File: src/rtl/alu_pkg.sv
// Shared ALU opcode map, flag bit positions and divide-by-zero result value.
package alu_pkg;

  localparam logic [4:0] ALU_OP_ADD  = 5'h00;
  localparam logic [4:0] ALU_OP_ADC  = 5'h01;
  localparam logic [4:0] ALU_OP_SUB  = 5'h02;
  localparam logic [4:0] ALU_OP_SBC  = 5'h03;
  localparam logic [4:0] ALU_OP_AND  = 5'h04;
  localparam logic [4:0] ALU_OP_OR   = 5'h05;
  localparam logic [4:0] ALU_OP_XOR  = 5'h06;
  localparam logic [4:0] ALU_OP_NAND = 5'h07;
  localparam logic [4:0] ALU_OP_NOR  = 5'h08;
  localparam logic [4:0] ALU_OP_XNOR = 5'h09;
  localparam logic [4:0] ALU_OP_SHL  = 5'h0a;
  localparam logic [4:0] ALU_OP_SHR  = 5'h0b;
  localparam logic [4:0] ALU_OP_SAR  = 5'h0c;
  localparam logic [4:0] ALU_OP_MUL  = 5'h0d;
  localparam logic [4:0] ALU_OP_DIV  = 5'h0e;
  localparam logic [4:0] ALU_OP_CMP  = 5'h0f;
  localparam logic [4:0] ALU_OP_LAST = 5'h0f;

  // Bit positions inside a {N,Z,C,V} flags vector.
  localparam int unsigned NZCV_N = 3;
  localparam int unsigned NZCV_Z = 2;
  localparam int unsigned NZCV_C = 1;
  localparam int unsigned NZCV_V = 0;

  localparam logic [15:0] DIV0_RESULT = 16'hFFFF;

  // Bitwise ops: their C/V outputs carry no arithmetic meaning.
  function automatic logic is_logic_op(input logic [4:0] op);
    return (op >= ALU_OP_AND) && (op <= ALU_OP_XNOR);
  endfunction

endpackage

File: src/rtl/alu_regfile.sv
// Architectural register file: one synchronous write port, two combinational
// read ports and a combinational debug read port. r0 always reads as zero.
module alu_regfile #(
  parameter int unsigned REG_AW = 3,
  parameter int unsigned DATA_W = 16
) (
  input  logic              i_clk,
  input  logic              i_rst_n,
  input  logic              i_we,
  input  logic [REG_AW-1:0] i_waddr,
  input  logic [DATA_W-1:0] i_wdata,
  input  logic [REG_AW-1:0] i_raddr_a,
  output logic [DATA_W-1:0] o_rdata_a,
  input  logic [REG_AW-1:0] i_raddr_b,
  output logic [DATA_W-1:0] o_rdata_b,
  input  logic [REG_AW-1:0] i_dbg_addr,
  output logic [DATA_W-1:0] o_dbg_data
);

  localparam int unsigned NUM_REGS = 2 ** REG_AW;

  logic [DATA_W-1:0] r_mem [NUM_REGS];

  // Synchronous clear on reset, otherwise write any register except r0.
  always_ff @(posedge i_clk) begin
    if (!i_rst_n) begin
      for (int i = 0; i < int'(NUM_REGS); i++) begin
        r_mem[i] <= '0;
      end
    end else if (i_we && (i_waddr != '0)) begin
      r_mem[i_waddr] <= i_wdata;
    end
  end

  assign o_rdata_a  = (i_raddr_a  == '0) ? '0 : r_mem[i_raddr_a];
  assign o_rdata_b  = (i_raddr_b  == '0) ? '0 : r_mem[i_raddr_b];
  assign o_dbg_data = (i_dbg_addr == '0) ? '0 : r_mem[i_dbg_addr];

endmodule

File: src/rtl/alu_issue.sv
// ALU issue stage: accepts one register-to-register op per handshake, drives
// the external combinational ALU for one cycle, then commits result and flags.
// Fixed IDLE -> EXEC -> WB sequence, no overlap between operations.
// Optional: ALU_ISSUE_FLAGS_PASS_EN makes AND..XNOR update only N and Z,
// keeping C and V from the previous flags.
module alu_issue
  import alu_pkg::*;
#(
  parameter int unsigned REG_AW = 3,
  parameter int unsigned DATA_W = 16
) (
  input  logic              clk,
  input  logic              rst_n,
  input  logic              in_valid,
  output logic              in_ready,
  input  logic [4:0]        in_op,
  input  logic [REG_AW-1:0] in_rd,
  input  logic [REG_AW-1:0] in_ra,
  input  logic [REG_AW-1:0] in_rb,
  output logic [4:0]        alu_op,
  output logic [DATA_W-1:0] alu_a,
  output logic [DATA_W-1:0] alu_b,
  output logic              alu_c_in,
  input  logic [DATA_W-1:0] alu_result,
  input  logic [3:0]        alu_nzcv,
  output logic              wb_valid,
  output logic [REG_AW-1:0] wb_rd,
  output logic [DATA_W-1:0] wb_data,
  output logic [3:0]        flags,
  output logic              err,
  input  logic [REG_AW-1:0] dbg_addr,
  output logic [DATA_W-1:0] dbg_data
);

  localparam logic [1:0] S_IDLE = 2'd0;
  localparam logic [1:0] S_EXEC = 2'd1;
  localparam logic [1:0] S_WB   = 2'd2;

  logic [1:0]        r_state;
  logic [4:0]        r_op;
  logic [REG_AW-1:0] r_rd;
  logic [DATA_W-1:0] r_a;
  logic [DATA_W-1:0] r_b;
  logic [3:0]        r_flags;
  logic              r_wb_valid;
  logic [REG_AW-1:0] r_wb_rd;
  logic [DATA_W-1:0] r_wb_data;
  logic              r_err;

  logic              w_accept;
  logic [DATA_W-1:0] w_rdata_a;
  logic [DATA_W-1:0] w_rdata_b;
  logic              w_we;
  logic              w_flags_we;
  logic              w_err;
  logic [DATA_W-1:0] w_wdata;
  logic [3:0]        w_nzcv;

  assign w_accept = in_valid && (r_state == S_IDLE);

  alu_regfile #(
    .REG_AW (REG_AW),
    .DATA_W (DATA_W)
  ) u_regfile (
    .i_clk      (clk),
    .i_rst_n    (rst_n),
    .i_we       (w_we),
    .i_waddr    (r_rd),
    .i_wdata    (w_wdata),
    .i_raddr_a  (in_ra),
    .o_rdata_a  (w_rdata_a),
    .i_raddr_b  (in_rb),
    .o_rdata_b  (w_rdata_b),
    .i_dbg_addr (dbg_addr),
    .o_dbg_data (dbg_data)
  );

  // Sequencer: one accepted op walks IDLE -> EXEC -> WB -> IDLE.
  always_ff @(posedge clk) begin
    if (!rst_n) begin
      r_state <= S_IDLE;
    end else begin
      case (r_state)
        S_IDLE:  if (w_accept) r_state <= S_EXEC;
        S_EXEC:  r_state <= S_WB;
        S_WB:    r_state <= S_IDLE;
        default: r_state <= S_IDLE;
      endcase
    end
  end

  // Operand capture at accept; these registers also drive the ALU and hold
  // their values until the next accept.
  always_ff @(posedge clk) begin
    if (!rst_n) begin
      r_op <= '0;
      r_rd <= '0;
      r_a  <= '0;
      r_b  <= '0;
    end else if (w_accept) begin
      r_op <= in_op;
      r_rd <= in_rd;
      r_a  <= w_rdata_a;
      r_b  <= w_rdata_b;
    end
  end

`ifdef ALU_ISSUE_FLAGS_PASS_EN
  logic w_logic_op;
  assign w_logic_op = is_logic_op(r_op);
`endif

  // Commit decision, evaluated during EXEC from the live ALU outputs; the
  // register file and flags are written on the edge that ends EXEC.
  always_comb begin
    w_we       = 1'b0;
    w_flags_we = 1'b0;
    w_err      = 1'b0;
    w_wdata    = alu_result;
    w_nzcv     = alu_nzcv;
    if (r_state == S_EXEC) begin
      if (r_op > ALU_OP_LAST) begin
        w_err = 1'b1;
      end else if ((r_op == ALU_OP_DIV) && (r_b == '0)) begin
        w_wdata    = DIV0_RESULT;
        w_nzcv     = 4'b1001;
        w_err      = 1'b1;
        w_flags_we = 1'b1;
        w_we       = (r_rd != '0);
      end else begin
        w_flags_we = 1'b1;
        w_we       = (r_op != ALU_OP_CMP) && (r_rd != '0);
`ifdef ALU_ISSUE_FLAGS_PASS_EN
        if (w_logic_op) begin
          w_nzcv[NZCV_C] = r_flags[NZCV_C];
          w_nzcv[NZCV_V] = r_flags[NZCV_V];
        end
`endif
      end
    end
  end

  // Flags register and the one-cycle writeback/error pulses seen during WB.
  always_ff @(posedge clk) begin
    if (!rst_n) begin
      r_flags    <= '0;
      r_wb_valid <= 1'b0;
      r_wb_rd    <= '0;
      r_wb_data  <= '0;
      r_err      <= 1'b0;
    end else begin
      r_wb_valid <= w_we;
      r_err      <= w_err;
      if (w_flags_we) r_flags <= w_nzcv;
      if (w_we) begin
        r_wb_rd   <= r_rd;
        r_wb_data <= w_wdata;
      end
    end
  end

  assign in_ready = (r_state == S_IDLE);
  assign alu_op   = r_op;
  assign alu_a    = r_a;
  assign alu_b    = r_b;
  assign alu_c_in = r_flags[NZCV_C];
  assign wb_valid = r_wb_valid;
  assign wb_rd    = r_wb_rd;
  assign wb_data  = r_wb_data;
  assign flags    = r_flags;
  assign err      = r_err;

endmodule
File: config.mk
export PLATFORM = sky130hd
export DESIGN_NAME = alu_issue
export DESIGN_NICKNAME = d
export VERILOG_FILES = /design/src/rtl/alu_pkg.sv /design/src/rtl/alu_regfile.sv /design/src/rtl/alu_issue.sv
export SDC_FILE = /design/constraint.sdc
export NUM_CORES = 1
export LEC_CHECK = 0
export ABC_AREA = 1
export BUFFER_PORTS_ARGS = -buffer_cell sky130_fd_sc_hd__buf_2
export CAP_MARGIN = 10
export CORE_UTILIZATION = 42
export CTS_CLUSTER_SIZE = 40
export DETAILED_ROUTE_END_ITERATION = 6
export GPL_ROUTABILITY_DRIVEN = 0
export GPL_TIMING_DRIVEN = 0
export PLACE_DENSITY = 0.68
export SLEW_MARGIN = 10
export SYNTH_ARGS = -nofsm -noshare
export SYNTH_HDL_FRONTEND = slang
export SYNTH_SLANG_ARGS = --single-unit
File: constraint.sdc
create_clock -name clk -period 4.9 [get_ports clk]
set_input_delay 0.245 -clock clk [delete_from_list [all_inputs] [get_ports clk]]
set_output_delay 0.245 -clock clk [all_outputs]
set_load 0.02 [all_outputs]
==> results.toml <==
[routing]
dr.pass1.iters = 6
vias = 9939
wl_met1_mm = 14.34
viasPerCell = 5.660
drc = 0
highest_layer = "met4"
finalWirelength_mm = 35.87
routed-wl-met2_mm = 15.22
drt_iter0_markers = 1463
wl_per_cell_um = 20.42
wl_met3_mm = 4.959
drtAntennaViolNets = 0

[power]
power_switching_mw = 1.225
ir_drop_uv = 188.4
internal-power_mw = 2.792
sequentialPowerShare = 0.470
combPwrFrac = 0.159
powerDensity_nw_per_um2 = 335.6
clkPwrFrac = 0.370
power_mw = 4.017
leakagePower_nw = 5.042
p_sw_frac = 0.3050

[min_path]
min_delay_path_depth = 2
holdPathEnd = "r_rd[1]$_SDFFE_PN0P_"
min_from = "in_rd[1]"
hp-class = "in -> reg"

[yosys]
yosysWarnings = 0
synth_area_per_cell_sq_um = 8.083
ys_seq_area_frac = 0.5039
syn_inst = 1273
syn_area_sq_um = 10290
ys_ff_latch = 195
ys_types = 34

[critical_path]
worst_path_max_delay_cell = "nand2_1"
r2r_setup_slack_ps = 2150
rr_endpoint = "u_regfile.r_mem[2][6]$_SDFFCE_PN0P_"
worstSetupEndpointType = "flop"
reg2reg_from = "r_rd[1]$_SDFFE_PN0P_"
cp-start-kind = "flop"
cp_max_fo = 16
rr_worst_depth = 7
worstPathRequired_ps = 4970
cp_slowest_stage_delay_ps = 760
cp_cell_sequence = "nor2_1 -> nand2_2 -> nand3_2 -> nor2_4 -> nand4_2 -> buf_4 -> nand2_1"
cp-startpoint = "r_rd[1]$_SDFFE_PN0P_"
critical_path_class = "reg -> reg"
critPathArrivalTime_ps = 2820

[grt]
grt.overflow.total = 0
grt_pass1_vias = 9119
antenna_found_initial = 0
grt_start_max_net_pins = 20
track_usage = 0.2905
grt_pass1_wl_mm = 53.15

[die]
die_h_um = 158.5
initial_core_util = 0.4332
die_w_um = 158.5
core_sq_um = 23750
num_rows = 56
die_area_sq_um = 25130
io-pin-count = 120

[timing]
finalHoldViolCount = 0
fmaxAchievable_mhz = 363.1
min_period_over_period = 0.5621
finalMaxSlewViolations = 0
worst_slack_ps = 2146
setup_tns_ps = 0
min_period_ps = 2754
setup_violations = 0
max-slew-margin-rel = 0.3238
clock_skew_ps = 23.15
rsz0062_at_grt = "no"
tightest_slew_ps = 1012

[clocking]
cts_made_buffers = 17
cts-htree-levels = 4
clk_pin_slew_worst_paths_ps = 80
cts_resized = 0
cts_tree = "done"
clock-root-buffer = "clkbuf_16"
cts.sink_count = 195
clk_latency_ps = 460
cts_buffer_depth = 2

[placement]
dp_slack_ps = 2219
dp_cells = 1722
dp_hpwl_mm = 27.31
port_buffers = 114

[run]
cap_viol_max_count = 0

[finish]
nFillCells = 2306
drive_gt1_frac = 0.1461
synthToLayoutAreaGrowth_pct = 16.32
nets = 1464
n_antenna_cell = 0
instances_no_fill = 1756

[status]
status = "finished, final reports clean"
-- how the worst max path moves through the flow --
stage                                                     end  cells past startpoint  slack (ps)
after global routing      u_regfile.r_mem[2][6]$_SDFFCE_PN0P_                      7        2070
after floorplan           u_regfile.r_mem[1][0]$_SDFFCE_PN0P_                     10        2920
after detailed placement  u_regfile.r_mem[2][3]$_SDFFCE_PN0P_                      7        2220
after global placement    u_regfile.r_mem[2][0]$_SDFFCE_PN0P_                      7        2250
final                     u_regfile.r_mem[2][6]$_SDFFCE_PN0P_                      7        2150
after CTS                 u_regfile.r_mem[2][6]$_SDFFCE_PN0P_                      7        2220
-- per-layer routing --
layer,GRT usage,vias to the layer above
li1,-,4600
met1,0.3934,4505
met2,0.4273,705
met3,0.09826,129
met4,0.1076,0
met5,0,-
-- cell type report --
cell class              instances  area [sq um]  area share
plain buffers                  93         437.9     0.03659
inverters                     106         402.9     0.03366
multi-input cells             894          4320      0.3610
clock inverters                13         157.7     0.01317
clock buffers                  19         464.2     0.03878
repair buffers                117         601.8     0.05028
flip-flops and latches        195          5185      0.4332
well taps                     319         399.1     0.03335
-- cells in the final DEF (no fill, tap or decap), drive strengths merged, types with 16 or more instances in the layout --
cell type / instances
o211ai: 109
dfxtp: 67
nand2: 232
nand4: 17
nor2: 242
conb: 16
o21ai: 64
a21oi: 60
or2: 16
inv: 108
nand3: 117
buf: 150
clkbuf: 77
edfxtp: 128
-- metrics by stage --
stage	cell area (sq um)	utilization	hold WS, ps
after floorplan	10350	-	362.7
after global placement	11320	0.4764	449.4
after detailed placement	11330	0.4769	452.2
after CTS	11970	0.5039	17.75
after global routing	11970	0.5039	16.59
final	11970	0.5039	25.80
-- state kept, by name (all words and copies together) (netlist names) --
register         flops
alu_a               16
alu_b               16
alu_op               5
err                  1
flags                4
r_rd                 3
r_state              2
u_regfile.r_mem    128
wb_data             16
wb_rd                3
wb_valid             1
-- what timing repair did --
item / CTS / global route
hold endpoints to repair: 2 / 0
hold buffers: 2 / 0
buffers inserted: 0 / 0
-- worst max-delay path: cells and delay by family, from the launching register on --
family | cells | cell delay, ps
flip-flops | 1 | 400
buffers and inverters | 1 | 330
AND/OR/NAND/NOR | 6 | 1630
-- power groups by stage --
stage / Sequential [mW] / Combinational, mW / Clock [mW]
final: 1.89 / 0.640 / 1.49
after global routing: 1.90 / 0.689 / 1.57
after CTS: 1.89 / 0.623 / 1.50
after detailed placement: 1.92 / 0.619 / 0
after global placement: 1.92 / 0.611 / 0
after floorplan: 1.94 / 0.364 / 0
-- logic make-up (layout without fill, tap and decap cells) --
group,after synthesis,after routing,synth area share
other,1,16,0.0003644
flip-flops,195,195,0.5039
AO/OA/AOI/OAI,253,253,0.1527
buffers and inverters,199,348,0.08171
AND/OR/NAND/NOR,625,625,0.2613
-- synthesized netlist by cell type, drive strengths merged --
master  count  share of area
or2        16         0.0097
nand3     117          0.062
conb        1        0.00036
dfxtp      67           0.13
a21boi      1        0.00073
nand4      17          0.011
clkinv      5         0.0018
nor3        1        0.00049
o211ai    109          0.080
nor2      242          0.092
inv       101          0.037
buf        35          0.021
o21ai      64          0.031
o22ai      15         0.0091
o31ai       1        0.00073
nand2     232          0.087
o21bai      2         0.0015
clkbuf     58          0.021
a21oi      60          0.029
edfxtp    128           0.37
o22a        1        0.00085
(Power assumes the default switching activity.)
